<file path="src/rtl/fp_div_iter.sv">
// Multi-cycle IEEE-754 divider: radix-2 restoring iteration, one quotient bit per cycle,
// valid/ready handshake, five RISC-V rounding modes and fflags {NV,DZ,OF,UF,NX}.
module fp_div_iter #(
   parameter int EXP_W  = 11,
   parameter int FRAC_W = 52
) (
   input  logic                  clk,
   input  logic                  rst,
   input  logic                  in_valid,
   output logic                  in_ready,
   input  logic [EXP_W+FRAC_W:0] a,
   input  logic [EXP_W+FRAC_W:0] b,
   input  logic [2:0]            rm,
   output logic                  out_valid,
   input  logic                  out_ready,
   output logic [EXP_W+FRAC_W:0] result,
   output logic [4:0]            flags
);

   localparam int M     = FRAC_W + 1;
   localparam int W     = 1 + EXP_W + FRAC_W;
   localparam int XW    = EXP_W + 3;
   localparam int CNT_W = $clog2(M + 2);
   localparam int BIAS  = (1 << (EXP_W - 1)) - 1;

   typedef enum logic [2:0] {S_IDLE, S_PRE, S_DIV, S_ROUND, S_DONE} state_t;

   state_t             state_q, state_d;
   logic [W-1:0]       a_q, a_d, b_q, b_d;
   logic [2:0]         rm_q, rm_d;
   logic [XW-1:0]      exp_q, exp_d;
   logic [M-1:0]       mb_q, mb_d;
   logic [M:0]         rem_q, rem_d;
   logic [M+1:0]       quo_q, quo_d;
   logic [CNT_W-1:0]   cnt_q, cnt_d;
   logic               special_q, special_d;
   logic [W-1:0]       result_q, result_d;
   logic [4:0]         flags_q, flags_d;

   function automatic logic [XW-1:0] lzc(input logic [M-1:0] v);
      lzc = XW'(M);
      for (int unsigned i = 0; i < M; i++) begin
         if (v[i]) lzc = XW'(M - 1 - i);
      end
   endfunction

   // Operand classification and subnormal normalisation
   logic               sign_r;
   logic [EXP_W-1:0]   ea_f, eb_f;
   logic [FRAC_W-1:0]  fa_f, fb_f;
   logic               nan_a, nan_b, snan_a, snan_b, inf_a, inf_b, zero_a, zero_b;
   logic [M-1:0]       sa_raw, sb_raw, ma_n, mb_n;
   logic [XW-1:0]      la, lb, ea_eff, eb_eff, exp_pre;
   logic               ma_lt;
   logic [M:0]         rem_pre;

   always_comb begin
      sign_r  = a_q[W-1] ^ b_q[W-1];
      ea_f    = a_q[W-2:FRAC_W];
      eb_f    = b_q[W-2:FRAC_W];
      fa_f    = a_q[FRAC_W-1:0];
      fb_f    = b_q[FRAC_W-1:0];
      nan_a   = (&ea_f) & (|fa_f);
      nan_b   = (&eb_f) & (|fb_f);
      snan_a  = nan_a & ~fa_f[FRAC_W-1];
      snan_b  = nan_b & ~fb_f[FRAC_W-1];
      inf_a   = (&ea_f) & ~(|fa_f);
      inf_b   = (&eb_f) & ~(|fb_f);
      zero_a  = ~(|ea_f) & ~(|fa_f);
      zero_b  = ~(|eb_f) & ~(|fb_f);
      sa_raw  = {|ea_f, fa_f};
      sb_raw  = {|eb_f, fb_f};
      la      = (|ea_f) ? '0 : lzc(sa_raw);
      lb      = (|eb_f) ? '0 : lzc(sb_raw);
      ma_n    = sa_raw << la;
      mb_n    = sb_raw << lb;
      ea_eff  = (|ea_f) ? XW'(ea_f) : XW'(1) - la;
      eb_eff  = (|eb_f) ? XW'(eb_f) : XW'(1) - lb;
      ma_lt   = ma_n < mb_n;
      exp_pre = ea_eff - eb_eff + XW'(BIAS) - XW'(ma_lt);
      rem_pre = ma_lt ? {ma_n, 1'b0} : {1'b0, ma_n};
   end

   logic [W-1:0] qnan, inf_res, zero_res, max_fin;
   assign qnan     = {1'b0, {EXP_W{1'b1}}, 1'b1, {(FRAC_W-1){1'b0}}};
   assign inf_res  = {sign_r, {EXP_W{1'b1}}, {FRAC_W{1'b0}}};
   assign zero_res = {sign_r, {(W-1){1'b0}}};
   assign max_fin  = {sign_r, {(EXP_W-1){1'b1}}, 1'b0, {FRAC_W{1'b1}}};

   logic         pre_special;
   logic [W-1:0] spec_result;
   logic [4:0]   spec_flags;

   always_comb begin
      pre_special = 1'b1;
      spec_result = zero_res;
      spec_flags  = '0;
      if (nan_a | nan_b) begin
         spec_result = qnan;
         spec_flags  = {snan_a | snan_b, 4'b0000};
      end else if ((zero_a & zero_b) | (inf_a & inf_b)) begin
         spec_result = qnan;
         spec_flags  = 5'b10000;
      end else if (inf_a) begin
         spec_result = inf_res;
      end else if (zero_b) begin
         spec_result = inf_res;
         spec_flags  = 5'b01000;
      end else if (zero_a | inf_b) begin
         spec_result = zero_res;
      end else begin
         pre_special = 1'b0;
      end
   end

   // Rounding of the M+2 quotient bits plus remainder sticky
   logic          rbit, sbit, inc, carry, ovf, unf, ovf_inf;
   logic [M-1:0]  frac_sum;
   logic [XW-1:0] exp_rnd;
   logic [W-1:0]  rnd_result;
   logic [4:0]    rnd_flags;

   always_comb begin
      rbit = quo_q[1];
      sbit = quo_q[0] | (|rem_q);
      case (rm_q)
         3'd1:    inc = 1'b0;
         3'd2:    inc = sign_r & (rbit | sbit);
         3'd3:    inc = ~sign_r & (rbit | sbit);
         3'd4:    inc = rbit;
         default: inc = rbit & (sbit | quo_q[2]);
      endcase
      case (rm_q)
         3'd1:    ovf_inf = 1'b0;
         3'd2:    ovf_inf = sign_r;
         3'd3:    ovf_inf = ~sign_r;
         default: ovf_inf = 1'b1;
      endcase
      // The hidden bit is always set here, so a fraction carry-out means 2.0
      frac_sum = {1'b0, quo_q[M:2]} + M'(inc);
      carry    = quo_q[M+1] & frac_sum[M-1];
      exp_rnd  = exp_q + XW'(carry);
      ovf      = ~exp_rnd[XW-1] & (exp_rnd[XW-2:0] >= {2'b00, {EXP_W{1'b1}}});
      unf      = exp_rnd[XW-1] | (exp_rnd == '0);
      if (ovf) begin
         rnd_result = ovf_inf ? inf_res : max_fin;
         rnd_flags  = 5'b00101;
      end else if (unf) begin
         rnd_result = zero_res;
         rnd_flags  = 5'b00011;
      end else begin
         rnd_result = {sign_r, exp_rnd[EXP_W-1:0], frac_sum[M-2:0]};
         rnd_flags  = {4'b0000, rbit | sbit};
      end
   end

   logic         rem_ge;
   logic [M:0]   rem_sub;

   always_comb begin
      a_d       = a_q;
      b_d       = b_q;
      rm_d      = rm_q;
      exp_d     = exp_q;
      mb_d      = mb_q;
      rem_d     = rem_q;
      quo_d     = quo_q;
      cnt_d     = cnt_q;
      special_d = special_q;
      result_d  = result_q;
      flags_d   = flags_q;
      rem_ge    = rem_q >= {1'b0, mb_q};
      rem_sub   = rem_ge ? rem_q - {1'b0, mb_q} : rem_q;
      case (state_q)
         S_IDLE: begin
            if (in_valid) begin
               a_d  = a;
               b_d  = b;
               rm_d = rm;
            end
         end
         S_PRE: begin
            exp_d     = exp_pre;
            mb_d      = mb_n;
            rem_d     = rem_pre;
            quo_d     = '0;
            cnt_d     = '0;
            special_d = pre_special;
            if (pre_special) begin
               result_d = spec_result;
               flags_d  = spec_flags;
            end
         end
         S_DIV: begin
            rem_d = rem_sub << 1;
            quo_d = {quo_q[M:0], rem_ge};
            cnt_d = cnt_q + CNT_W'(1);
         end
         S_ROUND: begin
            if (!special_q) begin
               result_d = rnd_result;
               flags_d  = rnd_flags;
            end
         end
         default: ;
      endcase
   end

   always_ff @(posedge clk or posedge rst) begin
      if (rst) begin
         a_q       <= '0;
         b_q       <= '0;
         rm_q      <= '0;
         exp_q     <= '0;
         mb_q      <= '0;
         rem_q     <= '0;
         quo_q     <= '0;
         cnt_q     <= '0;
         special_q <= 1'b0;
         result_q  <= '0;
         flags_q   <= '0;
      end else begin
         a_q       <= a_d;
         b_q       <= b_d;
         rm_q      <= rm_d;
         exp_q     <= exp_d;
         mb_q      <= mb_d;
         rem_q     <= rem_d;
         quo_q     <= quo_d;
         cnt_q     <= cnt_d;
         special_q <= special_d;
         result_q  <= result_d;
         flags_q   <= flags_d;
      end
   end

   always_ff @(posedge clk or posedge rst) begin
      if (rst) state_q <= S_IDLE;
      else     state_q <= state_d;
   end

   // Special cases pass through ROUND so they finish two edges after accept
   always_comb begin
      state_d = state_q;
      case (state_q)
         S_IDLE:  if (in_valid) state_d = S_PRE;
         S_PRE:   state_d = pre_special ? S_ROUND : S_DIV;
         S_DIV:   if (cnt_q == CNT_W'(M + 1)) state_d = S_ROUND;
         S_ROUND: state_d = S_DONE;
         S_DONE:  if (out_ready) state_d = S_IDLE;
         default: state_d = S_IDLE;
      endcase
   end

   always_comb begin
      in_ready  = (state_q == S_IDLE);
      out_valid = (state_q == S_DONE);
      result    = result_q;
      flags     = flags_q;
   end

endmodule

</file>
<file path="config.mk">
export PLATFORM = sky130hd
export DESIGN_NAME = fp_div_iter
export DESIGN_NICKNAME = d
export VERILOG_FILES = /design/src/rtl/fp_div_iter.sv
export SDC_FILE = /design/constraint.sdc
export NUM_CORES = 2
export LEC_CHECK = 0
export CAP_MARGIN = 20
export CORE_AREA = 2 2 326 167
export CTS_CLUSTER_DIAMETER = 80
export DETAILED_ROUTE_END_ITERATION = 6
export DIE_AREA = 0 0 328 169
export PLACE_DENSITY = 0.9
export SYNTH_ARGS = -nofsm -noshare
export SYNTH_HDL_FRONTEND = slang
export SYNTH_SLANG_ARGS = --single-unit
</file>
<file path="constraint.sdc">
create_clock -name clk -period 15.76 [get_ports clk]
set_input_delay 3.152 -clock clk [delete_from_list [all_inputs] [get_ports clk]]
set_output_delay 3.152 -clock clk [all_outputs]
set_load 0.02 [all_outputs]
</file>
==> run_results.csv <==
group,metric,value,unit
run_status,outcome,"finished, violations left",
run_status,violations,"design-rule violations",
placement,port_buffers,205,
synth,synth_top_family_by_area,"compound AO/OA/AOI/OAI gates",
timing,setup_ws,5542,ps
cts,cts_setup_buffers,0,
detailed_routing,routedWlPerCell,26.89,microns
placement,hpwl,91660,microns
timing,setup_viol,0,
cts,cts-root-buf,"clkbuf_16",
global_route,grt_max_degree,111,
global_route,antenna_found_initial,5,
timing,max_freq,0.09787,GHz
setup_path,cpPeakStageDelay,910,ps
finish,final_util,66.83,%
setup_path,worstPathRequired,16190,ps
timing,finalCritPeriodShare,64.83,%
die,die_area,0.05543,sq mm
setup_path,critPathKind,"flop to flop",
synth,synth-simple-area-share,17.74,%
placement,dpl-instance-area,0.03393,sq mm
setup_path,worstSetupStartpointType,"flop",
setup_path,critPathMaxFanout,48,
cts,clock_sinks,386,
power_and_ir_drop,power_density,58.19,mW/mm^2
synth,yosysWarnings,0,
setup_path,cp_slowest_cell,"o21ai_0",
synth,synthXorXnorAreaFrac,3.228,%
timing,drv_slew,0,
synth,synth_top_area_share,30.43,%
synth,synth_fa_ha_area_share,6.101,%
setup_path,worstSetupEndpointType,"flop",
synth,synth_area_per_cell,8.365,sq um
die,fp.coreArea,0.05278,sq mm
finish,area_growth,11.10,%
cts,htreeDepth,2,
setup_path,crit_top_cell,"o21ai_0",
detailed_routing,via_per_inst,7.158,
detailed_routing,drt_iter0_drc,6207,
synth,synth.cells.most_frequent,"nand2_1, dfrtp_1, o21ai_0, a21oi_1, nor2_1",
power_and_ir_drop,power.leakage,15.33,nW
synth,muxShareOfSynthArea,11.34,%
timing,finalHoldViolCount,0,
timing,grt_setup_unrepaired,"no",
global_route,grt-ovfl-total,0,
cts,clkLatencyLatePin,590,ps
job,maxCapViolCount,0,
detailed_routing,ant_nets,0,
finish,nFillCells,4250,
synth,async_flop_share,100.0,%
synth,synth_nets,4083,
die,rows,60,
detailed_routing,vias,32710,
timing,worst_pin_slew,1198,ps
timing,finClkSkew,31.83,ps
detailed_routing,routed_wl,122900,microns
detailed_routing,dr.pass1.iters,7,
placement,numPlacedInstances,4497,
global_route,grt_pass1_vias,30000,
synth,synth-compound-area-share,25.36,%
power_and_ir_drop,p_total,2.052,mW
cts,cts_tree,"built",
placement,place_ws,6282,ps
timing,slew_headroom,19.42,%
synth,ys_ff_latch,386,
synth,synth_top_cell_by_area,"dfrtp_1",
timing,tns,0,ps
die,io_pins,206,
timing,min_period,10220,ps
synth,synth_cell_types,113,
synth,synth.area.top_cells,"dfrtp_1, mux2i_1, ha_1",
die,start_util,60.15,%
global_route,grt_usage,43.39,%
finish,instances_no_fill,4570,
cts,cts_buffers,37,
detailed_routing,drc,64,
finish,drive_above_1_share,9.598,%
power_and_ir_drop,ir_drop,0.07749,mV
synth,synth_edf_count,0,
synth,syn_inst,3795,
placement,place_congestion,1.137,
hold_path,min_path_type,"flop to flop",
synth,synthesis.area,0.03175,sq mm
cts,cts_hold_buf,0,
die,die_w,328,microns
cts,cts.repair.resized,0,
setup_path,cp.arrival,10650,ps
synth,ys_seq_area_share,30.43,%
cts,cts.path.max_buffers,3,
timing,hold_slack,478.2,ps
synth,yosysMostFrequentCell,"nand2_1",
synth,ys.flop_type,"dfrtp_1",
die,die_y,169,microns
global_route,grt_pass1_wl,185800,microns
finish,nets,4114,
cts,path_clk_slew,70,ps
finish,post-route-cell-area,0.03527,sq mm
-- power breakdown --
group / switching [mW] / leakage [nW] / internal, mW / total (mW)
Clock: 0.443 / 0.639 / 0.564 / 1.01
Sequential: 0 / 4.89 / 0.990 / 0.990
Combinational: 0.0260 / 9.80 / 0.0298 / 0.0558
-- flip-flops by register name, indices dropped and copies added, names as in the netlist --
signal     flops
state_q        3
quo_q         55
mb_q          53
exp_q         14
result        64
rem_q         54
b_q           64
flags          5
a_q           64
rm_q           3
cnt_q          6
special_q      1
-- area by class of cell --
class | count | area, sq um | share of cell area (%)
Antenna cell | 2 | 5.005 | 0.01419
Clock buffer | 52 | 1072 | 3.040
Clock inverter | 16 | 245.2 | 0.6953
Inverter | 154 | 595.6 | 1.689
Multi-Input combinational cell | 2987 | 20350 | 57.69
Sequential cell | 386 | 9659 | 27.39
Tap cell | 713 | 892.1 | 2.529
Timing Repair Buffer | 260 | 2454 | 6.957
-- cells by family (layout without fill, tap and decap cells) --
kind of cell | Yosys count | in the layout
AOI/OAI and AO/OA | 1213 | 1213
and+or+nand+nor | 1165 | 1165
buffers and inverters | 422 | 482
DFF | 386 | 386
muxes | 339 | 339
adders and majority gates | 153 | 153
xor gates and xnor gates | 117 | 117
other | 0 | 2
-- placed cells by master (no fill, tap or decap), types with 126 or more instances in the layout --
cell	count
clkdlybuf4s50_1	205
mux2i_1	191
inv_1	148
dfrtp_1	386
mux2_2	146
o21ai_0	286
nand3_1	126
ha_1	150
nor2_1	234
a21oi_1	267
nand2_1	398
-- metal layers --
layer  vias to the layer above  wire length, microns  GRT usage [%]
met5                         -                    80              0
met2                      2666                 45910          55.70
met1                     15610                 51670          63.73
met4                         8                  2956          8.057
met3                       337                 22290          22.52
li1                      14090                     -              -
-- worst paths after layout --
path | start | end | slack [ps] | cells after the start
max | a_q[42]$_DFFE_PP0P_ | exp_q[13]$_DFFE_PP0P_ | 5540 | 33
min | result[16]$_DFFE_PP0P_ | result[16]$_DFFE_PP0P_ | 480 | 2
max reg2reg | a_q[42]$_DFFE_PP0P_ | exp_q[13]$_DFFE_PP0P_ | 5540 | 33
min reg2reg | result[16]$_DFFE_PP0P_ | result[16]$_DFFE_PP0P_ | 480 | 2
max in group asynchronous | rst | a_q[40]$_DFFE_PP0P_ | 9470 | 5
min in group asynchronous | rst | result[1]$_DFFE_PP0P_ | 3140 | 2
-- worst max-delay path: cells and delay by family (launching register included) --
| kind | cells | cell delay (ps) |
|---|---|---|
| AOI/OAI and AO/OA | 15 | 4270 |
| xor gates and xnor gates | 1 | 170 |
| adders and majority gates | 5 | 1310 |
| buffers and inverters | 2 | 120 |
| DFF | 1 | 470 |
| and+or+nand+nor | 10 | 3700 |
Note: power is estimated with default switching activity, not from simulation.
